**src/rtl/key_pkg.sv**
```systemverilog
// Shared definitions for the key debounce block: FSM state encoding and
// default timing constants (20 ms debounce, 1 s long press at 50 MHz).
package key_pkg;

  typedef enum logic [1:0] {
    ST_IDLE       = 2'd0,
    ST_PRESS_DB   = 2'd1,
    ST_DOWN       = 2'd2,
    ST_RELEASE_DB = 2'd3
  } key_state_t;

  localparam int unsigned DEBOUNCE_CYC_DEF = 1_000_000;
  localparam int unsigned LONG_CYC_DEF     = 50_000_000;

endpackage

```
**src/rtl/key_debounce_ch.sv**
```systemverilog
// Single key channel: 2-FF synchronizer, debounce FSM and press/release pulses.
// Optional long-press detector when KEY_LONG_PRESS_EN is defined.
module key_debounce_ch
  import key_pkg::*;
#(
  parameter int unsigned DEBOUNCE_CYC = DEBOUNCE_CYC_DEF,
  parameter int unsigned ACTIVE_LOW   = 1
`ifdef KEY_LONG_PRESS_EN
  ,
  parameter int unsigned LONG_CYC     = LONG_CYC_DEF
`endif
) (
  input  logic clk,
  input  logic rst_n,
  input  logic i_key,
  output logic o_level,
  output logic o_press,
  output logic o_release,
  output logic o_long
);

  localparam int unsigned CNT_W = $clog2(DEBOUNCE_CYC);
  localparam logic [CNT_W-1:0] CNT_LAST = CNT_W'(DEBOUNCE_CYC - 1);
  // Pin level when the key is not pressed
  localparam logic REL_LVL = (ACTIVE_LOW != 0) ? 1'b1 : 1'b0;

  logic             r_sync1;
  logic             r_sync2;
  logic             w_act;
  key_state_t       r_state;
  key_state_t       w_state_nxt;
  logic [CNT_W-1:0] r_cnt;
  logic [CNT_W-1:0] w_cnt_nxt;
  logic             r_level;
  logic             w_level_nxt;
  logic             r_press;
  logic             w_press_nxt;
  logic             r_release;
  logic             w_release_nxt;

  // Synchronizer, reset to the released pin level
  always_ff @(posedge clk or negedge rst_n) begin
    if (!rst_n) begin
      r_sync1 <= REL_LVL;
      r_sync2 <= REL_LVL;
    end else begin
      r_sync1 <= i_key;
      r_sync2 <= r_sync1;
    end
  end

  assign w_act = r_sync2 ^ REL_LVL;

  always_ff @(posedge clk or negedge rst_n) begin
    if (!rst_n) begin
      r_state   <= ST_IDLE;
      r_cnt     <= '0;
      r_level   <= 1'b0;
      r_press   <= 1'b0;
      r_release <= 1'b0;
    end else begin
      r_state   <= w_state_nxt;
      r_cnt     <= w_cnt_nxt;
      r_level   <= w_level_nxt;
      r_press   <= w_press_nxt;
      r_release <= w_release_nxt;
    end
  end

  // Debounce next-state: counter restarts on every state change
  always_comb begin
    w_state_nxt   = r_state;
    w_cnt_nxt     = r_cnt;
    w_level_nxt   = r_level;
    w_press_nxt   = 1'b0;
    w_release_nxt = 1'b0;
    case (r_state)
      ST_IDLE: begin
        if (w_act) begin
          w_state_nxt = ST_PRESS_DB;
          w_cnt_nxt   = '0;
        end
      end
      ST_PRESS_DB: begin
        if (!w_act) begin
          w_state_nxt = ST_IDLE;
          w_cnt_nxt   = '0;
        end else if (r_cnt == CNT_LAST) begin
          w_state_nxt = ST_DOWN;
          w_cnt_nxt   = '0;
          w_press_nxt = 1'b1;
          w_level_nxt = 1'b1;
        end else begin
          w_cnt_nxt = r_cnt + CNT_W'(1);
        end
      end
      ST_DOWN: begin
        if (!w_act) begin
          w_state_nxt = ST_RELEASE_DB;
          w_cnt_nxt   = '0;
        end
      end
      ST_RELEASE_DB: begin
        if (w_act) begin
          w_state_nxt = ST_DOWN;
          w_cnt_nxt   = '0;
        end else if (r_cnt == CNT_LAST) begin
          w_state_nxt   = ST_IDLE;
          w_cnt_nxt     = '0;
          w_release_nxt = 1'b1;
          w_level_nxt   = 1'b0;
        end else begin
          w_cnt_nxt = r_cnt + CNT_W'(1);
        end
      end
      default: begin
        w_state_nxt = ST_IDLE;
        w_cnt_nxt   = '0;
      end
    endcase
  end

  assign o_level   = r_level;
  assign o_press   = r_press;
  assign o_release = r_release;

`ifdef KEY_LONG_PRESS_EN
  localparam int unsigned LONG_W = $clog2(LONG_CYC);
  localparam logic [LONG_W-1:0] LONG_LAST = LONG_W'(LONG_CYC - 1);

  logic [LONG_W-1:0] r_lcnt;
  logic [LONG_W-1:0] w_lcnt_nxt;
  logic              r_ldone;
  logic              w_ldone_nxt;
  logic              r_long;
  logic              w_long_nxt;

  always_ff @(posedge clk or negedge rst_n) begin
    if (!rst_n) begin
      r_lcnt  <= '0;
      r_ldone <= 1'b0;
      r_long  <= 1'b0;
    end else begin
      r_lcnt  <= w_lcnt_nxt;
      r_ldone <= w_ldone_nxt;
      r_long  <= w_long_nxt;
    end
  end

  // Held-time counter: cleared on a real press, survives aborted releases
  always_comb begin
    w_lcnt_nxt  = r_lcnt;
    w_ldone_nxt = r_ldone;
    w_long_nxt  = 1'b0;
    if (r_state == ST_PRESS_DB && w_state_nxt == ST_DOWN) begin
      w_lcnt_nxt  = '0;
      w_ldone_nxt = 1'b0;
    end else if ((r_state == ST_DOWN || r_state == ST_RELEASE_DB) && !r_ldone) begin
      if (r_lcnt == LONG_LAST) begin
        w_long_nxt  = 1'b1;
        w_ldone_nxt = 1'b1;
      end else begin
        w_lcnt_nxt = r_lcnt + LONG_W'(1);
      end
    end
  end

  assign o_long = r_long;
`else
  assign o_long = 1'b0;
`endif

endmodule

```
**src/rtl/key_debounce.sv**
```systemverilog
// Debounced key inputs: KEY_NUM independent channels of key_debounce_ch.
// Define KEY_LONG_PRESS_EN to enable the key_long pulse output.
module key_debounce
  import key_pkg::*;
#(
  parameter int unsigned KEY_NUM      = 2,
  parameter int unsigned DEBOUNCE_CYC = DEBOUNCE_CYC_DEF,
  parameter int unsigned ACTIVE_LOW   = 1,
  parameter int unsigned LONG_CYC     = LONG_CYC_DEF
) (
  input  logic               clk,
  input  logic               rst_n,
  input  logic [KEY_NUM-1:0] key_in,
  output logic [KEY_NUM-1:0] key_level,
  output logic [KEY_NUM-1:0] key_press,
  output logic [KEY_NUM-1:0] key_release,
  output logic [KEY_NUM-1:0] key_long
);

  // Reject configurations the counters cannot represent
  if (DEBOUNCE_CYC < 2) begin : g_bad_debounce
    $error("key_debounce: DEBOUNCE_CYC must be at least 2");
  end
  if (LONG_CYC <= DEBOUNCE_CYC) begin : g_bad_long
    $error("key_debounce: LONG_CYC must exceed DEBOUNCE_CYC");
  end

  for (genvar g = 0; g < KEY_NUM; g++) begin : g_ch
    key_debounce_ch #(
      .DEBOUNCE_CYC(DEBOUNCE_CYC),
      .ACTIVE_LOW  (ACTIVE_LOW)
`ifdef KEY_LONG_PRESS_EN
      ,
      .LONG_CYC    (LONG_CYC)
`endif
    ) u_ch (
      .clk      (clk),
      .rst_n    (rst_n),
      .i_key    (key_in[g]),
      .o_level  (key_level[g]),
      .o_press  (key_press[g]),
      .o_release(key_release[g]),
      .o_long   (key_long[g])
    );
  end

endmodule
```
**config.mk**
```make
export PLATFORM = sky130hd
export DESIGN_NAME = key_debounce
export DESIGN_NICKNAME = d
export VERILOG_FILES = /design/src/rtl/key_pkg.sv /design/src/rtl/key_debounce_ch.sv /design/src/rtl/key_debounce.sv
export SDC_FILE = /design/constraint.sdc
export NUM_CORES = 1
export LEC_CHECK = 0
export BUFFER_PORTS_ARGS = -buffer_cell sky130_fd_sc_hd__clkbuf_2
export CORE_ASPECT_RATIO = 1.5
export CORE_MARGIN = 1.5
export CORE_UTILIZATION = 35
export CTS_CLUSTER_DIAMETER = 40
export DETAILED_ROUTE_END_ITERATION = 6
export RECOVER_POWER = 100
export SLEW_MARGIN = 20
export SYNTH_ARGS = -nofsm -noshare
export SYNTH_HDL_FRONTEND = slang
export SYNTH_HIERARCHICAL = 1
export SYNTH_SLANG_ARGS = --single-unit
```
**constraint.sdc**
```tcl
create_clock -name clk -period 1.6 [get_ports clk]
set_input_delay 0.32 -clock clk [delete_from_list [all_inputs] [get_ports clk]]
set_output_delay 0.32 -clock clk [all_outputs]
set_load 0.02 [all_outputs]
```
; ---- Word level (Yosys, flattened, before mapping)
; Index checks and enable logic that the tools add are counted.
[op_classes]
n_mul = 0
n_bitwise = 0
muxes = 46
n_reduce_logical = 10
n_shift = 0
n_addsub = 2
n_eq_ne = 24
div_mod_pow = 0
order_cmp = 0
[op_table]
columns = cell, count
row1 = two-way mux 20 bit, 10
row2 = one-hot mux 20 bit (4 select lines), 2
row3 = "adder 20 x 1 -> 20 bit, second input constant", 2
row4 = "equality test 20 bit, second input constant", 2
row5 = two-way mux 2 bit, 12
row6 = two-way mux 1 bit, 18
row7 = "inequality test 2 x 1 -> 1 bit, second input constant", 8
row8 = one-hot mux 2 bit (4 select lines), 2
row9 = AND reduction 5 bit, 2
row10 = "equality test 2 bit, second input constant", 4
row11 = "inequality test 2 bit, second input constant", 4
row12 = AND reduction 4 bit, 2
row13 = "inequality test 3 x 1 -> 1 bit, second input constant", 2
row14 = "inequality test 3 bit, second input constant", 2
row15 = "equality test 2 x 1 -> 1 bit, second input constant", 2
row16 = zero test 2 bit, 2
row17 = one-hot mux 1 bit (2 select lines), 2
row18 = AND reduction 2 bit, 2
row19 = nonzero test 2 bit, 2
[word_totals]
register_bits = 54
output_inout_bits = 8
memories = 0
wordCells = 96
latch_bits = 0
inputBits = 4
mem_bits_ro = 0
ram_bits = 0

; ---- Logic depth before layout (Yosys ltp)
; Gate-level depths: netlist of run 1.
[depth]
depth_word = 4
mapped_depth = 7
depth_no_buf = 6

; ---- Cells and area by module
; Netlist of run 1, hierarchy kept.
[modules_own_cells]
columns = mod, area_each_um2, cells_each, seq_area_each_um2, n_inst
row1 = key_debounce_ch (g_ch[1].u_ch), 1527.7, 159, 678.2, 1
row2 = key_debounce_ch (g_ch[0].u_ch), 1453.9, 147, 678.2, 1

; ---- Worst setup path after synthesis of run 1
; OpenSTA, ideal clock, no wires.
[synth_path]
kind = register -> register
start = register g_ch[1].u_ch.r_cnt[0]
end = register g_ch[1].u_ch.r_cnt[18]
n_path_buf = 1
setup_time_ns = 0.121
setup_slack_ns = -0.168
t_required_ns = 1.479
period_less_slack_ns = 1.768
t_arrival_ns = 1.647
path_stages_with_launch = 8
path_cell_list = dfrtp_1 ha_1 and4_1 buf_4 and2_1 and4b_1 o21ai_0 a22o_1
[synth_between]
elab_chain_cells = 4
elab_cells_between_ends = 6
classes_between = add/sub: 1 / eq/ne: 1 / mux: 4
[synth_lines]
columns = element, line
row1 = "start, declared", key_debounce_ch.sv:32  ; logic [CNT_W-1:0] r_cnt;
row2 = "start signal, assigned", key_debounce_ch.sv:63  ; r_cnt <= w_cnt_nxt;
row3 = adder 20 x 1 -> 20 bit / equality test 20 bit (equally long branches), n/a
row4 = two-way mux 20 bit (*), "key_debounce_ch.sv:88, key_debounce_ch.sv:107"
row5 = "two-way mux 20 bit, on equally long branches", "key_debounce_ch.sv:104, key_debounce_ch.sv:85"
row6 = one-hot mux 20 bit (4 select lines) (*), key_debounce_ch.sv:77  ; case (r_state)
; Every way passes the cells marked *; elsewhere a longest branch is shown, timed or not.
; A chain may end at the register's enable or synchronous reset.

; ---- Worst setup path in the final report of run 1
[layout_path]
start = register g_ch[1].u_ch.r_sync2
end = register g_ch[1].u_ch.r_cnt[10]
[layout_between]
elab_chain_cells = 2
elab_cells_between_ends = 6
classes_between = eq/ne: 2 / mux: 3 / reduce/logical: 1
[layout_lines]
columns = element, line
row1 = "start, declared", key_debounce_ch.sv:28  ; logic r_sync2;
row2 = "start signal, assigned", key_debounce_ch.sv:48  ; r_sync2 <= r_sync1;
row3 = "two-way mux 20 bit, or another cell as far along", key_debounce_ch.sv:104  ; if (w_act) begin
row4 = one-hot mux 20 bit (4 select lines) / AND reduction 2 bit (equally long branches), n/a
; Parallel ways exist; a longest one is shown, timed or not.

==> summary.md, run 1 <==
| Metric | Value |
|---|---|
| Clock Latency Late Sink | `300 ps` |
| Post-Syn Area | `2980 um^2` |
| Die height | `~120 um` |
| Initial antenna violation count | `0` |
| Slew margin rel. | `0.356` |
| Fillcell total | `773` |
| Iteration-0 DRC Markers | `170` |
| Final WS setup | `-101 ps` |
| Post-cts hold buffer count | `0` |
| Post-Synthesis Cells | `~310` |
| Total wire length | `around 7.6 mm` |
| Setup_tns | `-543 ps` |
| Full die area | `slightly above 9000 um^2` |
| Fraction of the mapped netlist area in adder cells | `0.00839` |
| Final hold viol count | `0` |
| Asr flop ratio synth | `1.00` |
| Nets@finish | `roughly 400` |
| Avg Vias per Cell | `about 5.4` |
| Synth top area cells | `dfrtp_1, a21oi_1, a31oi_1` |
| Combinational family with the most area after synthesis | `simple AND/OR/NAND/NOR gates` |
| WS Path Type | `reg2reg` |
| WP data required | `roughly 1800 ps` |
| Main synth FF type | `dfrtp_1` |
| Floorplan core area | `~8400 um^2` |
| Distinct cells, synth | `slightly below 60` |
| Slew at the pin closest to its max-slew limit | `between 900 and 1000 ps` |
| Critical Path End Type | `flip-flop` |
| Num rows | `41` |
| Setup crit start kind | `flip-flop` |
| Post-Synth XOR/XNOR Area | `0.0235` |
| Diode count | `0` |
| Largest stage delay, worst path | `560 ps` |
| Final Cell Area | `between 4000 and 5000 um^2` |
| Final Cycle Share | `1.06` |
| Crit path DAT | `approximately 1900 ps` |
| CP delay by family, top | `flip-flops` |
| Simple-gate share of the synthesized area | `0.259` |
| Root buffer cell | `clkbuf_16` |
| Die X | `about 78 um` |
| Longest Clk Path Bufs | `2` |
| Fmax | `~590 MHz` |
| Tightest Hold Check Type | `in2reg` |
| Vias in the first global route | `between 2k and 3k` |
| Area delta synth->final | `36.3%` |
| Starting Density | `0.357` |
| Maximum Capacitance Violations | `0` |
| Dpl cell area | `3590 um^2` |
| Most common cell after layout, fill and taps aside | `buf_4` |
| Leakage power | `between 1.5 and 2 nW` |
| Power per cell area | `roughly 1200 nW/um^2` |
| Router iterations before antenna repair | `4` |
| Via count | `about 2.7k` |
| Commonest cells after routing, fill and taps aside | `buf_4, dfrtp_1, nand2_1` |
| Failing checks | `negative setup slack` |
| Post-DR wirelength/cell | `around 15 um` |
| Slowest cell on crit path | `dfstp_2` |
| IO Port Bufs | `9` |
| Global Route Usage Sum | `0.171` |
| Crit path cell chain | `xnor2_2 > buf_4 > nand2_8 > a21o_4 > or3_1 > o21ai_1` |
| Clk slew on worst S/H paths | `about 70 ps` |
| Pin count of the biggest net entering global routing | `38` |
| Post-Syn Area per Cell | `9.74 um^2` |
| Share of layout cells above drive strength 1 | `0.396` |
| Inst Count DP | `about 470` |
| Hold_ws | `96.5 ps` |
| Critical path buffer and inverter count | `1` |
| RSZ-0062 raised after global routing | `true` |
| Warnings from Yosys | `6` |
| Worst Setup SP | `g_ch[1].u_ch/r_sync2` |
| # clock sinks | `54` |
| Mux share of post-synthesis cell area | `0.0206` |
| Outcome | `finished, violations left` |
| Cts bufs inserted | `5` |
| Remaining global-route overflow | `0` |
| Post-synth top area share | `0.420` |
| Non-filler cells, final | `496` |
| Antenna-violating nets left | `0` |
| Drc violations | `0` |
| Fin crit period | `between 1500 and 2000 ps` |
| Synthesized flop and latch total | `54` |
| Syn Nets | `roughly 310` |
| Synth Area in Compound Gates | `0.174` |
| Worst-case clock skew | `5.43 ps` |
| Sequential share of the synthesized area | `0.455` |
| Max-slew violations | `0` |
| Hold Crit Start | `key_in[0]` |
| DP HPWL | `just over 5 mm` |
| Boundary Pins | `12` |
| Reg-to-reg critical path startpoint | `g_ch[1].u_ch/r_sync2` |
| RePlAce Congestion | `between 0.8 and 0.9` |
| First-pass GRT wire length | `12.0 mm` |
| Number of synthesized flops with an enable pin | `0` |
| VDD IR max | `~0.76 mV` |
| # H-tree levels | `2` |
| Cell taking the most area after synthesis | `dfrtp_1` |
| CTS tree | `built` |
| Final setup viols | `22` |
| Max FO, Critical Path | `8` |
-- per-layer routing --
layer | track usage | share of wire | wire length [um] | vias up
li1 | - | - | - | 1293
met1 | 0.191 | 0.40 | 3030 | 1318
met2 | 0.314 | 0.55 | 4160 | 57
met3 | 0.0299 | 0.026 | 195 | 17
met4 | 0.0810 | 0.028 | 212 | 0
met5 | 0 | 0 | 0 | -
-- metrics by stage --
step	setup WS, ps	power [W]	util
2_1_floorplan	-88.7	0.00267	-
3_3_place_gp	-131	0.00324	0.430
3_5_place_dp	-175	0.00329	0.430
4_1_cts	-74.7	0.00486	0.474
5_1_grt	-164	0.00525	0.486
6_report	-101	0.00498	0.486
-- kinds of logic (layout without fill, tap and decap cells) --
logic type,Yosys count,count (layout)
adders and majority gates,2,2
buffers and inverters,30,111
AOI/OAI and AO/OA,81,83
xor gates and xnor gates,8,8
other,2,2
and+or+nand+nor,123,123
muxes,6,6
DFF,54,54
-- report_power, final --
group | internal (W) | switching (W)
combinational | 0.000975 | 0.00116
clock | 0.000740 | 0.000506
sequential | 0.00148 | 0.000117
total | 0.00320 | 0.00178
-- Yosys cell counts, types with 3 or more instances --
cell type,instances
o21ai_0,17
inv_1,16
nand2_1,25
and4_1,4
nand3_1,16
or3_1,8
nand4_1,12
buf_6,3
a31oi_1,17
nor2_1,13
and3_1,6
xnor2_1,6
nor4_1,4
buf_4,5
or2b_1,3
a22o_1,6
dfstp_2,4
mux2i_1,5
o21ai_1,5
dfrtp_1,50
a21oi_1,22
nor3_1,5
nor3b_1,3
clkbuf_2,3
-- worst paths after layout --
kind | cells after the start | slack (ps) | endpoint
hold reg to reg | 0 | 360 | g_ch[1].u_ch/r_sync2
setup / recovery | 6 | -100 | g_ch[1].u_ch/r_cnt[10]
min in group asynchronous | 2 | 260 | g_ch[0].u_ch/o_press
setup reg to reg | 6 | -100 | g_ch[1].u_ch/r_cnt[10]
max in group asynchronous | 2 | 640 | g_ch[1].u_ch/r_cnt[8]
hold / removal | 1 | 100 | g_ch[0].u_ch/r_sync1
-- sequential cells by signal, summed over array words and instances, names as in the netlist, named ones only --
| name | count |
|---|---|
| g_ch.u_ch/r_sync2 | 2 |
| g_ch.u_ch/r_sync1 | 2 |
| g_ch.u_ch/o_release | 2 |
| g_ch.u_ch/o_level | 2 |
| g_ch.u_ch/o_press | 2 |
| g_ch.u_ch/r_cnt | 40 |
| g_ch.u_ch/r_state | 2 |
-- layout make-up --
cell class                      count  area, um^2  area share
Inverter                           16        60.1      0.0148
Tap cell                          107         134      0.0330
Clock buffer                        6         129      0.0317
Multi-Input combinational cell    224        1680       0.413
Sequential cell                    54        1360       0.336
Timing Repair Buffer               87         659       0.162
Clock inverter                      2        37.5     0.00924
-- worst reg2reg max path, cell delays in order, from the launching register on --
cell	delay, ps
dfstp_2	560
xnor2_2	130
buf_4	180
nand2_8	70
a21o_4	230
or3_1	370
o21ai_1	100
-- repair_timing --
| item | 4_1_cts | 5_1_grt |
|---|---|---|
| gates resized for setup | 29 | 28 |
| pin swaps | 20 | 10 |
| buffers inserted | 8 | 5 |
| gates cloned | 2 | 0 |
| setup endpoints to repair | 45 | 47 |
(Power assumes the default switching activity.)
==> run 2: changes to the inputs <==
--- a/config.mk
+++ b/config.mk
@@ -5,10 +5,11 @@
 export SDC_FILE = /design/constraint.sdc
 export NUM_CORES = 1
 export LEC_CHECK = 0
+export ABC_AREA = 1
 export BUFFER_PORTS_ARGS = -buffer_cell sky130_fd_sc_hd__clkbuf_2
 export CORE_ASPECT_RATIO = 1.5
 export CORE_MARGIN = 1.5
-export CORE_UTILIZATION = 35
+export CORE_UTILIZATION = 40
 export CTS_CLUSTER_DIAMETER = 40
 export DETAILED_ROUTE_END_ITERATION = 6
 export RECOVER_POWER = 100
==> run 2 against run 1 <==
Clock skew grew 3.8 ps. The run now ends clean. First-iteration DRC count fell by 12%. Area after synthesis rose by 12%. Largest power group is now sequential cells. Sequential share of layout area is 1.3 points higher.
==> summary.md, run 2 <==
| Metric | Value |
|---|---|
| Outcome | `finished clean` |
| Iteration-0 DRC Markers | `149` |
| Post-synth top cells | `nand2_1, dfrtp_1, nor2_1, inv_1, nand3_1` |
| Final setup viols | `0` |
| Router iterations before antenna repair | `4` |
| WS Path Type | `reg2reg` |
| Crit path DAT | `between 1500 and 2000 ps` |
| DP HPWL | `around 5.5 mm` |
| Remaining global-route overflow | `0` |
| Initial antenna violation count | `0` |
| Critical Path End Type | `flip-flop` |
| Longest Clk Path Bufs | `2` |
| Max-slew violations | `0` |
| Commonest cells after routing, fill and taps aside | `nand2_1, dfrtp_1, nor2_1` |
| Floorplan core area | `8060 um^2` |
| Power per cell area | `974 nW/um^2` |
| CP delay by family, top | `simple AND/OR/NAND/NOR gates` |
| Die height | `115 um` |
| Full die area | `8900 um^2` |
| Final Cycle Share | `0.939` |
| Synthesized flop and latch total | `54` |
| Asr flop ratio synth | `1.00` |
| Cell-internal power | `about 0.0025 W` |
| Final hold viol count | `0` |
| Number of synthesized flops with an enable pin | `0` |
| Maximum Capacitance Violations | `0` |
| Critical path buffer and inverter count | `1` |
| Total wire length | `around 7.5 mm` |
| Cts bufs inserted | `5` |
| Met1 wire length | `around 3.2 mm` |
| Largest register by flop count | `g_ch.u_ch/r_cnt` |
| Fin crit period | `approximately 1500 ps` |
| Global Route Usage Sum | `0.181` |
| Nets@finish | `approximately 500` |
| RePlAce Congestion | `between 0.8 and 0.9` |
| Fmax | `between 600 and 700 MHz` |
| Via count | `approximately 3.0k` |
| Pre-CTS WS | `-201 ps` |
| Flop pwr share | `0.415` |
| Clock share of power | `0.292` |
| NetSw | `roughly 0.0013 W` |
| Met2 Routed Length | `roughly 4.0 mm` |
| VDD IR max | `~0.58 mV` |
| Sequential share of the synthesized area | `0.407` |
| Synth top area cells | `dfrtp_1, nand2_1, nor2_1` |
| Setup crit start kind | `flip-flop` |
| Avg Vias per Cell | `approximately 5` |
| Post-Syn Area per Cell | `7.46 um^2` |
| Worst-case clock skew | `between 9 and 10 ps` |
| Pin count of the biggest net entering global routing | `55` |
| Post-synth top area share | `0.375` |
| Warnings from Yosys | `6` |
| Dpl cell area | `between 3000 and 4000 um^2` |
| Most frequent cell after synthesis | `nand2_1` |
| Slew at the pin closest to its max-slew limit | `1360 ps` |
| Syn Nets | `about 450` |
| Antenna-violating nets left | `0` |
| Most common cell after layout, fill and taps aside | `nand2_1` |
| Vias in the first global route | `2963` |
| Boundary Pins | `12` |
| Post-DR wirelength/cell | `about 13 um` |
| IO Port Bufs | `9` |
| Drc violations | `0` |
| Num rows | `40` |
| # H-tree levels | `2` |
| Crit path cell chain | `ha_1 > nand3_2 > nor2_4 > buf_4 > nand3_4 > nand2_1 > o21ai_0` |
| Area delta synth->final | `16.7%` |
| Die X | `~78 um` |
| Max FFs per register | `40` |
| Distinct cells, synth | `35` |
| Post-Synthesis Cells | `between 400 and 500` |
| Cell taking the most area after synthesis | `dfrtp_1` |
| Clock Latency Late Sink | `between 200 and 300 ps` |
| Slew margin rel. | `0.0950` |
| Highest routed layer | `met4` |
| # clock sinks | `54` |
| CTS tree | `built` |
| Slowest cell on crit path | `dfrtp_1` |
| Max FO, Critical Path | `6` |
| Post-Syn Area | `3330 um^2` |
| Clk slew on worst S/H paths | `~80 ps` |
| Switching Fraction | `0.351` |
| Leakage power | `between 1.5 and 2 nW` |
| Logic gate share of total power | `0.293` |
| Main synth FF type | `dfrtp_1` |
| Post-cts hold buffer count | `0` |
| Final Core Density | `0.483` |
| WP data required | `about 1800 ps` |
| Met3 WL post-DR | `roughly 140 um` |
| Share of layout cells above drive strength 1 | `0.221` |
| Final WS setup | `slightly below 100 ps` |
| Starting Density | `0.414` |
| Tightest Hold Check Type | `in2reg` |
| Final Cell Area | `between 3000 and 4000 um^2` |
| Diode count | `0` |
| First-pass GRT wire length | `13.0 mm` |
| RSZ-0062 raised after global routing | `false` |
| Overall power | `roughly 0.0038 W` |
| Largest stage delay, worst path | `just under 400 ps` |
| Root buffer cell | `clkbuf_16` |
## run 2: area by class of cell
class                      count  area, um^2
sequential                    54        1360
clock buffer                   5         125
clock inverter                 3        23.8
inverter                      54         203
multi-input combinational    332        1730
timing repair buffer          45         315
fill                         807        4170
tap                          105         131
## run 2: stage by stage
stage	hold slack, ps	setup TNS, ps	cells
6_report	106	0	598
3_3_place_gp	346	-1230	587
3_5_place_dp	348	-1570	587
2_1_floorplan	24.4	0	447
5_1_grt	101	0	598
4_1_cts	35.4	0	595
## run 2: cell families after synthesis
| family | after synthesis | synth area share |
|---|---|---|
| xor gates and xnor gates | 11 | 0.0289 |
| adders and majority gates | 2 | 0.00751 |
| other | 2 | 0.00225 |
| buffers and inverters | 62 | 0.0781 |
| and+or+nand+nor | 271 | 0.392 |
| DFF | 54 | 0.407 |
| AOI/OAI and AO/OA | 44 | 0.0811 |
| muxes | 1 | 0.00300 |
## run 2: worst register-to-register path, stage by stage, from the launching register on
cell and delay, ps:
dfrtp_1 390, ha_1 230, nand3_2 110, nor2_4 40, buf_4 140, nand3_4 120, nand2_1 180, o21ai_0 210
## run 2: repair_timing
item                                    CTS  global route
gates resized for setup                   1             8
endpoints found under the setup margin   13            23
buffers inserted                          0             2
gates cloned                              0             1
pin swaps                                 0             2
## run 2: path summary, 6_finish.rpt
path	from	depth (start not counted)	endpoint	slack [ps]
max	g_ch[0].u_ch/r_cnt[0]	7	g_ch[0].u_ch/r_cnt[2]	100
min	key_in[1]	1	g_ch[1].u_ch/r_sync1	110
max reg2reg	g_ch[0].u_ch/r_cnt[0]	7	g_ch[0].u_ch/r_cnt[2]	100
min reg2reg	g_ch[0].u_ch/r_sync1	0	g_ch[0].u_ch/r_sync2	360
max in group asynchronous	rst_n	2	g_ch[1].u_ch/r_cnt[13]	360
min in group asynchronous	rst_n	2	g_ch[0].u_ch/r_cnt[14]	420
## run 2: per-layer routing
| layer | track usage | up-vias |
|---|---|---|
| li1 | - | 1514 |
| met1 | 0.201 | 1388 |
| met2 | 0.345 | 38 |
| met3 | 0.0214 | 24 |
| met4 | 0.0788 | 0 |
| met5 | 0 | - |
## run 2: power by group through the flow
| stage | sequential (W) | clock [W] | combinational, W |
|---|---|---|---|
| 6_report | 0.00157 | 0.00111 | 0.00111 |
| 5_1_grt | 0.00159 | 0.00120 | 0.00123 |
| 4_1_cts | 0.00157 | 0.00115 | 0.00107 |
| 3_5_place_dp | 0.00160 | 0 | 0.00106 |
| 3_3_place_gp | 0.00159 | 0 | 0.00105 |
| 2_1_floorplan | 0.00159 | 0 | 0.000671 |
==> run 3: changes to the inputs <==
--- a/config.mk
+++ b/config.mk
@@ -16,5 +16,4 @@
 export SLEW_MARGIN = 20
 export SYNTH_ARGS = -nofsm -noshare
 export SYNTH_HDL_FRONTEND = slang
-export SYNTH_HIERARCHICAL = 1
 export SYNTH_SLANG_ARGS = --single-unit
==> run 3 against run 2 <==
Clock power barely moved. Via count fell by 13%. Clock skew rose by 1.5 ps. Routed wire length fell by 11%. Critical path type unchanged. Highest routed layer unchanged.
==> summary.md, run 3 <==
| Metric | Value |
|---|---|
| Outcome | `finished clean` |
| First-pass GRT wire length | `roughly 11 mm` |
| Clock share of power | `0.354` |
| Slew at the pin closest to its max-slew limit | `around 530 ps` |
| Router iterations before antenna repair | `4` |
| Area delta synth->final | `19.2%` |
| Max FFs per register | `40` |
| Fillcell total | `719` |
| Area of the multi-input gates | `approximately 1400 um^2` |
| Die height | `~110 um` |
| Via count | `between 2k and 3k` |
| # clock sinks | `54` |
| Post-synth top cells | `nand2_1, dfrtp_1, inv_1, nor2_1, nand3_1` |
| Starting Density | `0.411` |
| Sequential share of the synthesized area | `0.459` |
| Full die area | `7920 um^2` |
| Antenna-violating nets left | `0` |
| Slew margin rel. | `0.647` |
| WS Path Type | `reg2reg` |
| Root buffer cell | `clkbuf_8` |
| Overall power | `0.00322 W` |
| Longest Clk Path Bufs | `2` |
| Maximum Capacitance Violations | `0` |
| Largest register by flop count | `g_ch.u_ch.r_cnt` |
| Nets@finish | `425` |
| Num rows | `38` |
| Max-slew violations | `0` |
| Commonest cells after routing, fill and taps aside | `nand2_1, inv_1, dfrtp_1` |
| Warnings from Yosys | `0` |
| Post-DR wirelength/cell | `around 13 um` |
| Iteration-0 DRC Markers | `82` |
| Final setup viols | `0` |
| Number of synthesized flops with an enable pin | `0` |
| Distinct cells, synth | `29` |
| Clock Latency Late Sink | `~310 ps` |
| NetSw | `slightly above 0.0009 W` |
| Floorplan core area | `7180 um^2` |
| Most frequent cell after synthesis | `nand2_1` |
| Die X | `73.2 um` |
| RePlAce Congestion | `between 0.9 and 1` |
| Critical Path End Type | `flip-flop` |
| Boundary Pins | `12` |
| FF/Latch Area | `between 1000 and 1500 um^2` |
| Clk slew on worst S/H paths | `110 ps` |
| Fin crit period | `between 1500 and 2000 ps` |
| Synth top area cells | `dfrtp_1, nand2_1, inv_1` |
| Cts bufs inserted | `5` |
| Cell taking the most area after synthesis | `dfrtp_1` |
| Flop pwr share | `0.466` |
| Fmax | `between 600 and 700 MHz` |
| IO Port Bufs | `9` |
| Remaining global-route overflow | `0` |
| Avg Vias per Cell | `4.94` |
| Leakage power | `1.48 nW` |
| Share of layout cells above drive strength 1 | `0.183` |
| Pin count of the biggest net entering global routing | `23` |
| WP data required | `1790 ps` |
| CTS tree | `built` |
| Post-Syn Area per Cell | `between 7 and 8 um^2` |
| Cell-internal power | `about 0.0023 W` |
| Final hold viol count | `0` |
| Crit path DAT | `about 1800 ps` |
| Asr flop ratio synth | `1.00` |
| Most common cell after layout, fill and taps aside | `nand2_1` |
| Main synth FF type | `dfrtp_1` |
| Diode count | `0` |
| Initial antenna violation count | `0` |
| DP HPWL | `between 5 and 6 mm` |
| Power per cell area | `~910 nW/um^2` |
| Hold_ws | `roughly 82 ps` |
| Drc violations | `0` |
| Final Cycle Share | `0.982` |
| Vias in the first global route | `2611` |
| Post-Syn Area | `2950 um^2` |
| Tightest Hold Check Type | `in2reg` |
| RSZ-0062 raised after global routing | `true` |
| Global Route Usage Sum | `0.185` |
| Max FO, Critical Path | `8` |
| Worst-case clock skew | `about 11 ps` |
| Post-Synthesis Cells | `a little under 400` |
| # H-tree levels | `2` |
| Switching Fraction | `0.282` |
| Logic gate share of total power | `0.180` |
| Post-synth top area share | `0.424` |
| Synthesized flop and latch total | `54` |
| Setup crit start kind | `flip-flop` |
| VDD IR max | `about 0.65 mV` |
| Total wire length | `between 6 and 7 mm` |
run 3: cell types whose count changed after synthesis, sizes merged, moves of 3 or more:
cell and change:
nand2 -49, nor3 +6, o22ai +6, nor2 -11
buf +3, clkbuf +3, xor2 +6, nand3 -19
run 3: metal layers:
layer  routed length, um  GRT usage
met3                 161     0.0261
met1                2610      0.193
met2                3730      0.349
met4                 249     0.0930
met5                   0          0
run 3: cell families (layout without fill, tap and decap cells):
family / count (synthesis) / in the layout / synth area share
AOI/OAI and AO/OA: 50 / 50 / 0.0924
xor gates and xnor gates: 16 / 16 / 0.0475
adders and majority gates: 2 / 2 / 0.00847
buffers and inverters: 65 / 98 / 0.0970
DFF: 54 / 54 / 0.459
other: 1 / 2 / 0.00127
and+or+nand+nor: 198 / 198 / 0.294
run 3: repair_timing:
action,in CTS,in global routing
setup endpoints to repair,0,35
hold buffers,1,0
resized for setup,0,31
hold endpoints to repair,13,0
buffers inserted,0,5
run 3: cell type report:
type                       count  share of cell area
timing repair buffer          39              0.0835
sequential                    54               0.386
multi-input combinational    268               0.399
tap                          100              0.0355
clock buffer                   6              0.0235
clock inverter                 2              0.0171
inverter                      51              0.0558
run 3: path summary, 6_finish.rpt:
path,start,to,slack [ps],cells after the start
worst max-delay path,g_ch[1].u_ch.r_cnt[0],g_ch[1].u_ch.r_cnt[6],30,9
worst min-delay path,key_in[1],g_ch[1].u_ch.r_sync1,80,1
worst max register to register,g_ch[1].u_ch.r_cnt[0],g_ch[1].u_ch.r_cnt[6],30,9
worst min register to register,g_ch[0].u_ch.r_sync1,g_ch[0].u_ch.r_sync2,350,0
max in group asynchronous,rst_n,g_ch[1].u_ch.r_cnt[2],210,3
min in group asynchronous,rst_n,g_ch[0].u_ch.o_level,480,2
run 3: metrics by stage:
step,area [um^2],instances,utilization,setup WS (ps),setup TNS [ps]
2_1_floorplan,2960,387,-,113,0
3_3_place_gp,3240,505,0.452,75.3,0
6_report,3520,520,0.490,28.5,0
5_1_grt,3520,520,0.490,-96.2,-1560
4_1_cts,3390,514,0.473,21.7,0
3_5_place_dp,3240,505,0.452,40.6,0
run 3: critical path: stages (launching register included):
cell       delay, ps
dfrtp_1          400
ha_2             200
nand2_2           70
nor2_4            90
inv_2             60
nor2_4           140
nand3_4          130
nand2_8          150
clkbuf_16        150
o22ai_1           60
run 3: power by group through the flow:
| stage | Clock, W | Sequential, W | Combinational [W] |
|---|---|---|---|
| after CTS | 0.00116 | 0.00150 | 0.000483 |
| after global routing | 0.00122 | 0.00152 | 0.000636 |
| after detailed placement | 0 | 0.00152 | 0.000479 |
| after floorplan | 0 | 0.00148 | 0.000331 |
| after global placement | 0 | 0.00152 | 0.000474 |
| final | 0.00114 | 0.00150 | 0.000581 |
